===== config.mk =====
export PLATFORM = sky130hd
export DESIGN_NAME = div_seq
export DESIGN_NICKNAME = d
export VERILOG_FILES = /design/src/rtl/div_seq.sv
export SDC_FILE = /design/constraint.sdc
export NUM_CORES = 1
export LEC_CHECK = 0
export CAP_MARGIN = 40
export CORE_ASPECT_RATIO = 0.8
export CORE_MARGIN = 1.5
export CORE_UTILIZATION = 50
export CTS_BUF_LIST = sky130_fd_sc_hd__clkbuf_16
export DETAILED_ROUTE_END_ITERATION = 6
export DONT_BUFFER_PORTS = 1
export PLACE_DENSITY = 0.68
export SLEW_MARGIN = 20
export SYNTH_ARGS = -nofsm -noshare
export SYNTH_HDL_FRONTEND = slang
export SYNTH_SLANG_ARGS = --single-unit
export TNS_END_PERCENT = 1

===== constraint.sdc =====
create_clock -name clk -period 3.7 [get_ports clk]
set_input_delay 0.555 -clock clk [delete_from_list [all_inputs] [get_ports clk]]
set_output_delay 0.555 -clock clk [all_outputs]
set_load 0.02 [all_outputs]

===== src/rtl/div_seq.sv =====
// rtl/div_seq.sv - multi-cycle restoring divider, one quotient bit per clock
// result_o = {remainder, quotient}; start/ready handshake with annul for pipeline flush.
module div_seq #(
   parameter int WIDTH = 32
) (
   input  logic                 clk,
   input  logic                 rst,
   input  logic                 signed_div_i,
   input  logic [WIDTH-1:0]     opdata1_i,
   input  logic [WIDTH-1:0]     opdata2_i,
   input  logic                 start_i,
   input  logic                 annul_i,
   output logic [2*WIDTH-1:0]   result_o,
   output logic                 ready_o
);

   localparam int CW = $clog2(WIDTH + 1);
   localparam logic [CW-1:0] CNT_LAST = CW'(WIDTH);

   typedef enum logic [1:0] {FREE, BY_ZERO, ON, END} state_t;

   state_t               state_q;
   logic [CW-1:0]        cnt_q;
   logic [WIDTH-1:0]     rem_q;
   logic [WIDTH-1:0]     dvd_q;
   logic [WIDTH-1:0]     dsr_q;
   logic                 neg1_q;
   logic                 neg2_q;
   logic [2*WIDTH-1:0]   result_q;
   logic                 ready_q;

   logic [WIDTH-1:0]     abs1_d;
   logic [WIDTH-1:0]     abs2_d;
   logic [WIDTH:0]       upper_d;
   logic [WIDTH:0]       trial_d;
   logic [WIDTH-1:0]     quot_d;
   logic [WIDTH-1:0]     rem_d;

   // Magnitudes of the operands; the sign flags below restore the signs at the end.
   assign abs1_d  = (signed_div_i && opdata1_i[WIDTH-1]) ? -opdata1_i : opdata1_i;
   assign abs2_d  = (signed_div_i && opdata2_i[WIDTH-1]) ? -opdata2_i : opdata2_i;
   assign upper_d = {rem_q, dvd_q[WIDTH-1]};
   assign trial_d = upper_d - {1'b0, dsr_q};
   assign quot_d  = (neg1_q ^ neg2_q) ? -dvd_q : dvd_q;
   assign rem_d   = neg1_q ? -rem_q : rem_q;

   always_ff @(posedge clk) begin
      if (rst) begin
         state_q  <= FREE;
         cnt_q    <= '0;
         rem_q    <= '0;
         dvd_q    <= '0;
         dsr_q    <= '0;
         neg1_q   <= 1'b0;
         neg2_q   <= 1'b0;
         result_q <= '0;
         ready_q  <= 1'b0;
      end else begin
         case (state_q)
            FREE: begin
               result_q <= '0;
               ready_q  <= 1'b0;
               if (start_i && !annul_i) begin
                  if (opdata2_i == '0) begin
                     state_q <= BY_ZERO;
                  end else begin
                     state_q <= ON;
                     neg1_q  <= signed_div_i & opdata1_i[WIDTH-1];
                     neg2_q  <= signed_div_i & opdata2_i[WIDTH-1];
                     dvd_q   <= abs1_d;
                     dsr_q   <= abs2_d;
                     rem_q   <= '0;
                     cnt_q   <= '0;
                  end
               end
            end
            BY_ZERO: begin
               state_q  <= END;
               result_q <= '0;
            end
            ON: begin
               if (annul_i) begin
                  state_q  <= FREE;
                  result_q <= '0;
                  ready_q  <= 1'b0;
               end else if (cnt_q != CNT_LAST) begin
                  // The quotient bit shifts into the dividend register as it empties.
                  if (!trial_d[WIDTH]) begin
                     rem_q <= trial_d[WIDTH-1:0];
                     dvd_q <= {dvd_q[WIDTH-2:0], 1'b1};
                  end else begin
                     rem_q <= upper_d[WIDTH-1:0];
                     dvd_q <= {dvd_q[WIDTH-2:0], 1'b0};
                  end
                  cnt_q <= cnt_q + 1'b1;
               end else begin
                  result_q <= {rem_d, quot_d};
                  ready_q  <= 1'b1;
                  state_q  <= END;
               end
            end
            END: begin
               if (start_i) begin
                  ready_q <= 1'b1;
               end else begin
                  state_q  <= FREE;
                  ready_q  <= 1'b0;
                  result_q <= '0;
               end
            end
            default: state_q <= FREE;
         endcase
      end
   end

   assign result_o = result_q;
   assign ready_o  = ready_q;

endmodule


## Yosys cells after proc, flatten, opt, wreduce, memory -nomap -nowiden

Cells that the tools add are included.

| cells by class | value |
|---|---|
| add/sub/neg operators | 6 |
| equality and inequality tests | 10 |
| muxes and demuxes | 35 |
| bitwise operators | 4 |
| reductions and logical operators | 14 |

Operators with widths:

| cell | number |
|---|---|
| $mux W32 | 13 |
| $mux W64 | 3 |
| $pmux W64 S3 | 1 |
| $neg A32 Y32 | 4 |
| $pmux W32 S2 | 2 |
| $sub A33 B32 Y33 | 1 |
| $logic_not A32 Y1 | 1 |
| $mux W6 | 4 |
| $pmux W6 S2 | 1 |
| $mux W2 | 5 |
| $ne A2 B2 Y1 const B | 5 |
| $pmux W2 S4 | 1 |
| $add A6 B1 Y6 const B | 1 |
| $ne A6 B6 Y1 const B | 1 |
| $reduce_and A3 Y1 | 2 |
| $reduce_and A5 Y1 | 1 |
| $eq A2 B2 Y1 const B | 2 |
| $mux W1 | 4 |
| $reduce_and A2 Y1 | 2 |
| $logic_and A1 B1 Y1 | 3 |
| $ne A3 B3 Y1 const B | 1 |
| $pmux W1 S3 | 1 |
| $reduce_bool A3 Y1 | 1 |
| $and A1 B1 Y1 | 2 |
| other kinds (7) | 7 |

| word-level totals | value |
|---|---|
| register bits | 171 |
| input bits | 69 |
| output and inout bits | 65 |

## Logic depth before layout (Yosys ltp)

Gate-level depths: netlist of run 1.

| logic depth | value |
|---|---|
| depth in word-level cells | 5 |
| mapped depth | 15 |
| mapped depth without buffers | 12 |

## Least setup slack after synthesis of run 1

No wires, ideal clock.

| timing path | value |
|---|---|
| path kind | register to register |
| start point | register rem_q[20] |
| end point | register rem_q[1] |
| arrival | 3252 ps |
| data required time | 3583 ps |
| path slack | 331 ps |
| stages on the path, launching flop included | 15 |
| path buffers | 4 |
| period minus slack after synthesis | 3369 ps |
| cell sequence | dfxtp_1 > ha_1 > clkbuf_1 > a2111oi_0 > o221ai_1 > a221oi_1 > nand3b_1 > a21oi_1 > o21ba_2 > clkbuf_1 > or2_2 > clkbuf_1 > clkbuf_1 > o21ai_0 > a22o_1 |

| on the way | value |
|---|---|
| word-level cells in the longest chain between the ends | 5 |

RTL lines:

| element | line | RTL |
|---|---|---|
| start: declaration | 24 | `logic [WIDTH-1:0] rem_q;` |
| start signal: assignment | 89 | `rem_q <= trial_d[WIDTH-1:0];` |
| start signal: assignment | 92 | `rem_q <= upper_d[WIDTH-1:0];` |
| $sub A33 B32 Y33 | 43 | `assign trial_d = upper_d - {1'b0, dsr_q};` |
| $mux W32 | 88 | `if (!trial_d[WIDTH]) begin` |
| $mux W32 | 86 | `end else if (cnt_q != CNT_LAST) begin` |
| $mux W32 | 82 | `if (annul_i) begin` |
| $pmux W32 S2 | 59 | `case (state_q)` |

Every way passes these cells. The select of a mux whose other input is x is not followed.
A chain may end at the register's enable or synchronous reset.

## Worst setup path after layout of run 1

| timing path | value |
|---|---|
| start point | register rem_q[20] |
| end point | register rem_q[29] |

The elaborated chain is that of the path after synthesis.

==> results.json, run 1 <==
{
  "drtIter0Drc": 1004,
  "place_hpwl_um": 22600,
  "grt_max_degree": 116,
  "cts.sinks": 171,
  "synth_fp_nets": 1475,
  "final_hold_viol_count": 0,
  "endpoint_kind": "register",
  "cp.required_ns": 4.09,
  "critPathMaxFanout": 15,
  "chipHeight_um": 134,
  "rsz0062_at_grt": "no",
  "final_layout_size_suffix_gt1_share_pct": 6.37,
  "seqCellArea_um2": 3420,
  "place_congestion": 0.939,
  "multi_input_area_um2": 6750,
  "worst_pin_slew_ns": 0.796,
  "syn-mean-instance-area_um2": 7.85,
  "ios": 134,
  "p_leak_nw": 4.48,
  "fin_skew_ns": 0.00863,
  "cts-root-buf": "clkbuf_16",
  "synth_flop_cell": "dfxtp_1",
  "rows": 47,
  "fin_crit_sh_pct": 91.6,
  "synthCells": 1367,
  "path_clk_slew_ns": 0.07,
  "cts_tree": "done",
  "ys_seq_area_share_pct": 31.9,
  "worstSetupPathType": "reg -> reg",
  "ys_ff_latch": 171,
  "clockBufferDepth": 2,
  "tns_ns": 0,
  "dr.pass1.iters": 7,
  "crit_path_start_kind": "register",
  "post_drt_via_cell_ratio": 6.04,
  "port-buffer-count": 0,
  "netlist_area_um2": 10700,
  "final_cell_mix": "nor2_1 (185), dfxtp_1 (171), a21oi_1 (108)",
  "power.density_nw_per_um2": 415,
  "total_power_mw": 4.82,
  "nNetsFinal": 1446,
  "clk_latency_ns": 0.44,
  "grt_overflow": 0,
  "status": "finished, violations left",
  "synth_edf_count": 0,
  "layout_commonest_cell": "nor2_1",
  "setup_viol": 0,
  "n_antenna_cell": 0,
  "grtUsageTotal_pct": 26.7,
  "grt_pass1_wl_um": 47500,
  "grt_pass1_vias": 8743,
  "synth-async-reset-ratio_pct": 0,
  "cap_violations": 0,
  "cts_buffers": 17,
  "start_util_pct": 51.4,
  "antenna_found_initial": 0,
  "die-area_um2": 22400,
  "fillers": 1939,
  "cp_data_arrival_time_ns": 3.78,
  "synth.distinct_cells": 69,
  "synth_warnings": 0,
  "fin_crit_ns": 3.39,
  "maxSlewViolCount": 0,
  "htreeDepth": 4,
  "fmax_mhz": 295,
  "wl_um": 29900,
  "violations": "design-rule violations",
  "fp.coreArea_um2": 20900,
  "cts_setup_buffers": 0,
  "relSlewSlack_pct": 46.2,
  "r2r_slack_ns": 0.31,
  "syn_to_final_growth_pct": 8.19,
  "drc": 16,
  "ant_nets": 0,
  "die_w_um": 167,
  "wl_per_cell_um": 18.4,
  "hold_path_class": "in -> reg",
  "ir_worst_vdd_mv": 0.326,
  "vias": 9788
}
[synthesized netlist by cell type (all sizes together) (2+ instances only)]
cell / count / share of area [%]
nand4: 6 / 0.35
or3: 14 / 0.91
a22o: 30 / 2.4
xnor2: 96 / 7.8
o211ai: 7 / 0.49
a21boi: 6 / 0.42
o41ai: 14 / 1.2
buf: 8 / 0.36
o21a: 6 / 0.42
ha: 38 / 4.4
nor4: 15 / 0.87
nand2b: 10 / 0.58
a32oi: 4 / 0.33
nor4b: 3 / 0.24
nand3: 14 / 0.65
and3: 6 / 0.35
nor2b: 7 / 0.41
nand2: 97 / 3.4
xor2: 52 / 4.2
a221oi: 2 / 0.16
a2111o: 2 / 0.21
a2111oi: 2 / 0.16
a31oi: 9 / 0.52
a21oi: 108 / 5.0
clkbuf: 77 / 3.1
o21bai: 3 / 0.21
a21o: 12 / 0.84
dfxtp: 171 / 32
nand3b: 2 / 0.14
or2: 3 / 0.17
nor2: 187 / 6.6
or4: 16 / 1.2
o21ai: 91 / 4.2
mux2i: 18 / 1.7
o221ai: 2 / 0.16
a22oi: 36 / 2.5
a31o: 2 / 0.16
nor3: 28 / 1.3
inv: 57 / 2.0
and2: 8 / 0.47
a211oi: 55 / 3.8
a311oi: 7 / 0.57
o31ai: 19 / 1.3
[metrics by stage]
stage          util, %  instance area (um2)  cells  worst slack [ns]  hold slack [ns]
6_report          55.6                11600   1620             0.311            0.185
5_1_grt           55.6                11600   1620            0.0138            0.176
4_1_cts           55.5                11600   1618             0.162            0.174
3_5_place_dp      52.8                11000   1586             0.197            0.448
3_3_place_gp      52.8                11000   1586             0.350            0.439
2_1_floorplan        -                10700   1367             0.331            0.432
[worst max-delay path, stage by stage (launching register included)]
cell and delay, ns:
dfxtp_1 0.43, ha_1 0.29, a2111oi_1 0.41, o221ai_1 0.26, a221oi_2 0.34, nand3b_1 0.10
a21oi_1 0.28, nor3b_1 0.15, clkbuf_2 0.19, or2_2 0.45, o31ai_1 0.28, a22o_1 0.15
[flip-flops by register name (all words and copies together) (netlist names)]
register,count
dsr_q,32
ready_o,1
neg1_q,1
rem_q,32
state_q,2
neg2_q,1
result_o,64
cnt_q,6
dvd_q,32
[worst paths after layout]
check                  from  cells after the start            to
setup / recovery  rem_q[20]                     11     rem_q[29]
hold / removal          rst                      1  result_o[33]
setup reg to reg  rem_q[20]                     11     rem_q[29]
hold reg to reg   dsr_q[31]                      2     dsr_q[31]
[kinds of logic (layout without fill, tap and decap cells)]
| kind of cell | count (synthesis) | after routing | share of synthesized area [%] |
|---|---|---|---|
| AO/OA/AOI/OAI | 426 | 426 | 26.1 |
| XOR/XNOR | 148 | 148 | 12.1 |
| flip-flops | 171 | 171 | 31.9 |
| adder cells (fa/ha/maj) | 39 | 39 | 4.62 |
| AND/OR/NAND/NOR | 423 | 423 | 18.2 |
| multiplexers | 18 | 18 | 1.68 |
| buffers and inverters | 142 | 126 | 5.43 |
[repair_timing]
| item | 4_1_cts | 5_1_grt |
|---|---|---|
| resized for setup | 0 | 2 |
| endpoints found under the setup margin | 0 | 11 |
| hold buffers | 0 | 0 |
[per-layer routing]
layer,track usage [%],vias up,wire length (um)
met5,0,-,0
met1,43.0,4525,15700
met3,7.82,30,3070
met2,33.4,370,10700
li1,-,4863,-
met4,5.96,0,321
[final cells by class]
cell class                 count  area share (%)
multi-input combinational   1054            58.2
sequential                   171            29.5
clock buffer                  17            3.66
tap                          269            2.90
timing repair buffer          37            2.74
inverter                      57            1.84
clock inverter                15            1.17
[report_power, final]
part | internal (mW) | switching [mW]
Clock | 0.936 | 0.805
Sequential | 1.92 | 0.106
Combinational | 0.424 | 0.632
Total | 3.28 | 1.54
No activity file was read; power rests on OpenSTA's default activity.
==> run 2, diff against run 1 <==
Settings changed: CORE_ASPECT_RATIO 0.8 to 1.1, CORE_UTILIZATION 50 to 33, PLACE_DENSITY 0.68 to 0.5.
Clock period 3.7 ns to 3.3 ns, I/O delays scaled along.
==> run 2 against run 1 <==
  * The run now ends clean
  * Final cell count is 13% higher
  * Routed wire length is 9.0% higher
  * Combinational power is 20% higher
  * Fmax is 5.5% higher
  * Worst setup slack worse by 0.22 ns
  * Power is 14% higher
  * First-iteration DRC count is 48% lower
  * Critical path depth is 3 lower
  * Cell area is 6.0% higher
  * Register-to-register slack worse by 0.22 ns
  * Global-route usage is 7.1 points lower
  * Largest cell class unchanged
  * Highest routed layer unchanged
==> results.json, run 2 (synthesis gave the netlist of run 1 again) <==
{
  "clockBufferDepth": 2,
  "cp_data_arrival_time_ns": 3.56,
  "p_leak_nw": 4.77,
  "cpMaxStageDelayCell": "or4_4",
  "rows": 69,
  "fillers": 3373,
  "pwr-share-clk_pct": 36.0,
  "wl_per_cell_um": 17.7,
  "clk_latency_ns": 0.45,
  "crit_buf_inv": 0,
  "pre_cts_ws_ns": -0.0623,
  "p_sw_share_pct": 32.1,
  "hold_path_class": "in -> reg",
  "seqCellArea_um2": 3420,
  "cts-root-buf": "clkbuf_16",
  "syn_to_final_growth_pct": 14.6,
  "grt_util_met1_pct": 23.3,
  "reg2reg_from": "rem_q[14]",
  "cts_buffers": 17,
  "wl_um": 32600,
  "ant_nets": 0,
  "grt_pass1_vias": 9598,
  "die-area_um2": 33600,
  "n_antenna_cell": 0,
  "fin_crit_ns": 3.21,
  "place_hpwl_um": 25100,
  "p_int_mw": 3.74,
  "htreeDepth": 4,
  "critPathMaxFanout": 5,
  "combPwrFrac_pct": 23.1,
  "worstSetupStartpoint": "rem_q[14]",
  "grt_max_degree": 116,
  "holdCritStartpoint": "rst",
  "ios": 134,
  "worst_slack_ns": 0.0883,
  "multi_input_area_um2": 6780,
  "worstSetupPathType": "reg -> reg",
  "endpoint_kind": "register",
  "setup_viol": 0,
  "worst_pin_slew_ns": 0.706,
  "fin_crit_sh_pct": 97.3,
  "post_drt_via_cell_ratio": 5.36,
  "die_w_um": 175,
  "grt_overflow": 0,
  "power.density_nw_per_um2": 448,
  "drc": 0,
  "rsz0062_at_grt": "yes",
  "ir_worst_vdd_mv": 0.352,
  "start_util_pct": 33.3,
  "chipHeight_um": 192,
  "final_cell_mix": "nor2_1 (185), dfxtp_1 (170), a21oi_1 (107)",
  "busiest_layer": "met2",
  "critical_path.top_delay_family": "simple AND/OR/NAND/NOR gates",
  "power.net_switching_mw": 1.77,
  "crit_path_start_kind": "register",
  "cts_hold_buf": 0,
  "maxSlewViolCount": 0,
  "drtIter0Drc": 527,
  "path_cells": "or4_4 -> or3_4 -> or4_4 -> or4_4 -> or3_1 -> o41ai_2 -> xnor2_1 -> a22o_1",
  "status": "finished clean",
  "fp.coreArea_um2": 32200,
  "final_layout_size_suffix_gt1_share_pct": 10.6,
  "fmax_mhz": 311,
  "vias": 9850,
  "port-buffer-count": 0,
  "final_hold_viol_count": 0,
  "met3_usage_pct": 4.14,
  "path_clk_slew_ns": 0.07,
  "seq_power_share_pct": 40.9,
  "cap_violations": 0,
  "nNetsFinal": 1506,
  "fin_skew_ns": 0.0110,
  "cp.required_ns": 3.64,
  "place_congestion": 0.885,
  "largest_register_ff_count": 64,
  "holdWs_ns": 0.123,
  "crit_path_frequent_cell": "or4_4",
  "layout_commonest_cell": "nor2_1",
  "dr.pass1.iters": 5,
  "cts_tree": "done",
  "grt_pass1_wl_um": 51800,
  "critical-path-max-stage-delay_ns": 0.56,
  "cts.sinks": 171,
  "relSlewSlack_pct": 52.8,
  "antenna_found_initial": 0,
  "grtUsageTotal_pct": 19.6,
  "use_met2_pct": 34.7
}
-- run 2: through the flow --
stage / TNS (ns) / instances / utilization, % / cell area (um2) / total power [mW]
after CTS: 0 / 1836 / 38.1 / 12300 / 5.55
after floorplan: 0 / 1367 / - / 10700 / 3.19
after global routing: -0.0272 / 1837 / 38.2 / 12300 / 5.80
after detailed placement: -1.12 / 1804 / 36.3 / 11700 / 3.57
after global placement: -0.257 / 1803 / 36.3 / 11700 / 3.56
final: 0 / 1837 / 38.2 / 12300 / 5.51
-- run 2: final timing paths --
check / endpoint / slack, ns / depth (start not counted)
max: result_o[62] / 0.09 / 8
max reg2reg: result_o[62] / 0.09 / 8
min reg2reg: dsr_q[31] / 0.47 / 2
min: result_o[27] / 0.12 / 1
-- run 2: area by class of cell --
class | instances | share of cell area [%]
multi-input combinational | 1054 | 55.1
sequential | 171 | 27.8
timing repair buffer | 97 | 6.43
tap | 426 | 4.33
clock buffer | 17 | 3.46
inverter | 57 | 1.74
clock inverter | 15 | 1.12
-- run 2: layer usage --
layer  vias to the layer above  part of all wire (%)
li1                       4971                     -
met1                      4676                    45
met2                       164                    49
met3                        39                   4.1
met4                         0                   2.3
met5                         -                     0
-- run 2: what timing repair did --
item,CTS,global route
gates cloned,0,0
endpoints found under the hold margin,0,0
buffers inserted,0,1
setup endpoints to repair,25,34
resized for setup,3,6
-- run 2: worst reg2reg max path, cell delays in order (launching register included) --
cell and delay (ns):
dfxtp_1 0.37, or4_4 0.56, or3_4 0.36, or4_4 0.45
or4_4 0.43, or3_1 0.39, o41ai_2 0.25, xnor2_1 0.10
a22o_1 0.19
-- run 2: power by group through the flow --
stage	clock network [mW]	logic [mW]	registers [mW]
2_1_floorplan	0	0.934	2.26
3_3_place_gp	0	1.26	2.30
3_5_place_dp	0	1.27	2.30
4_1_cts	2.03	1.28	2.25
5_1_grt	2.11	1.42	2.26
6_report	1.98	1.27	2.25
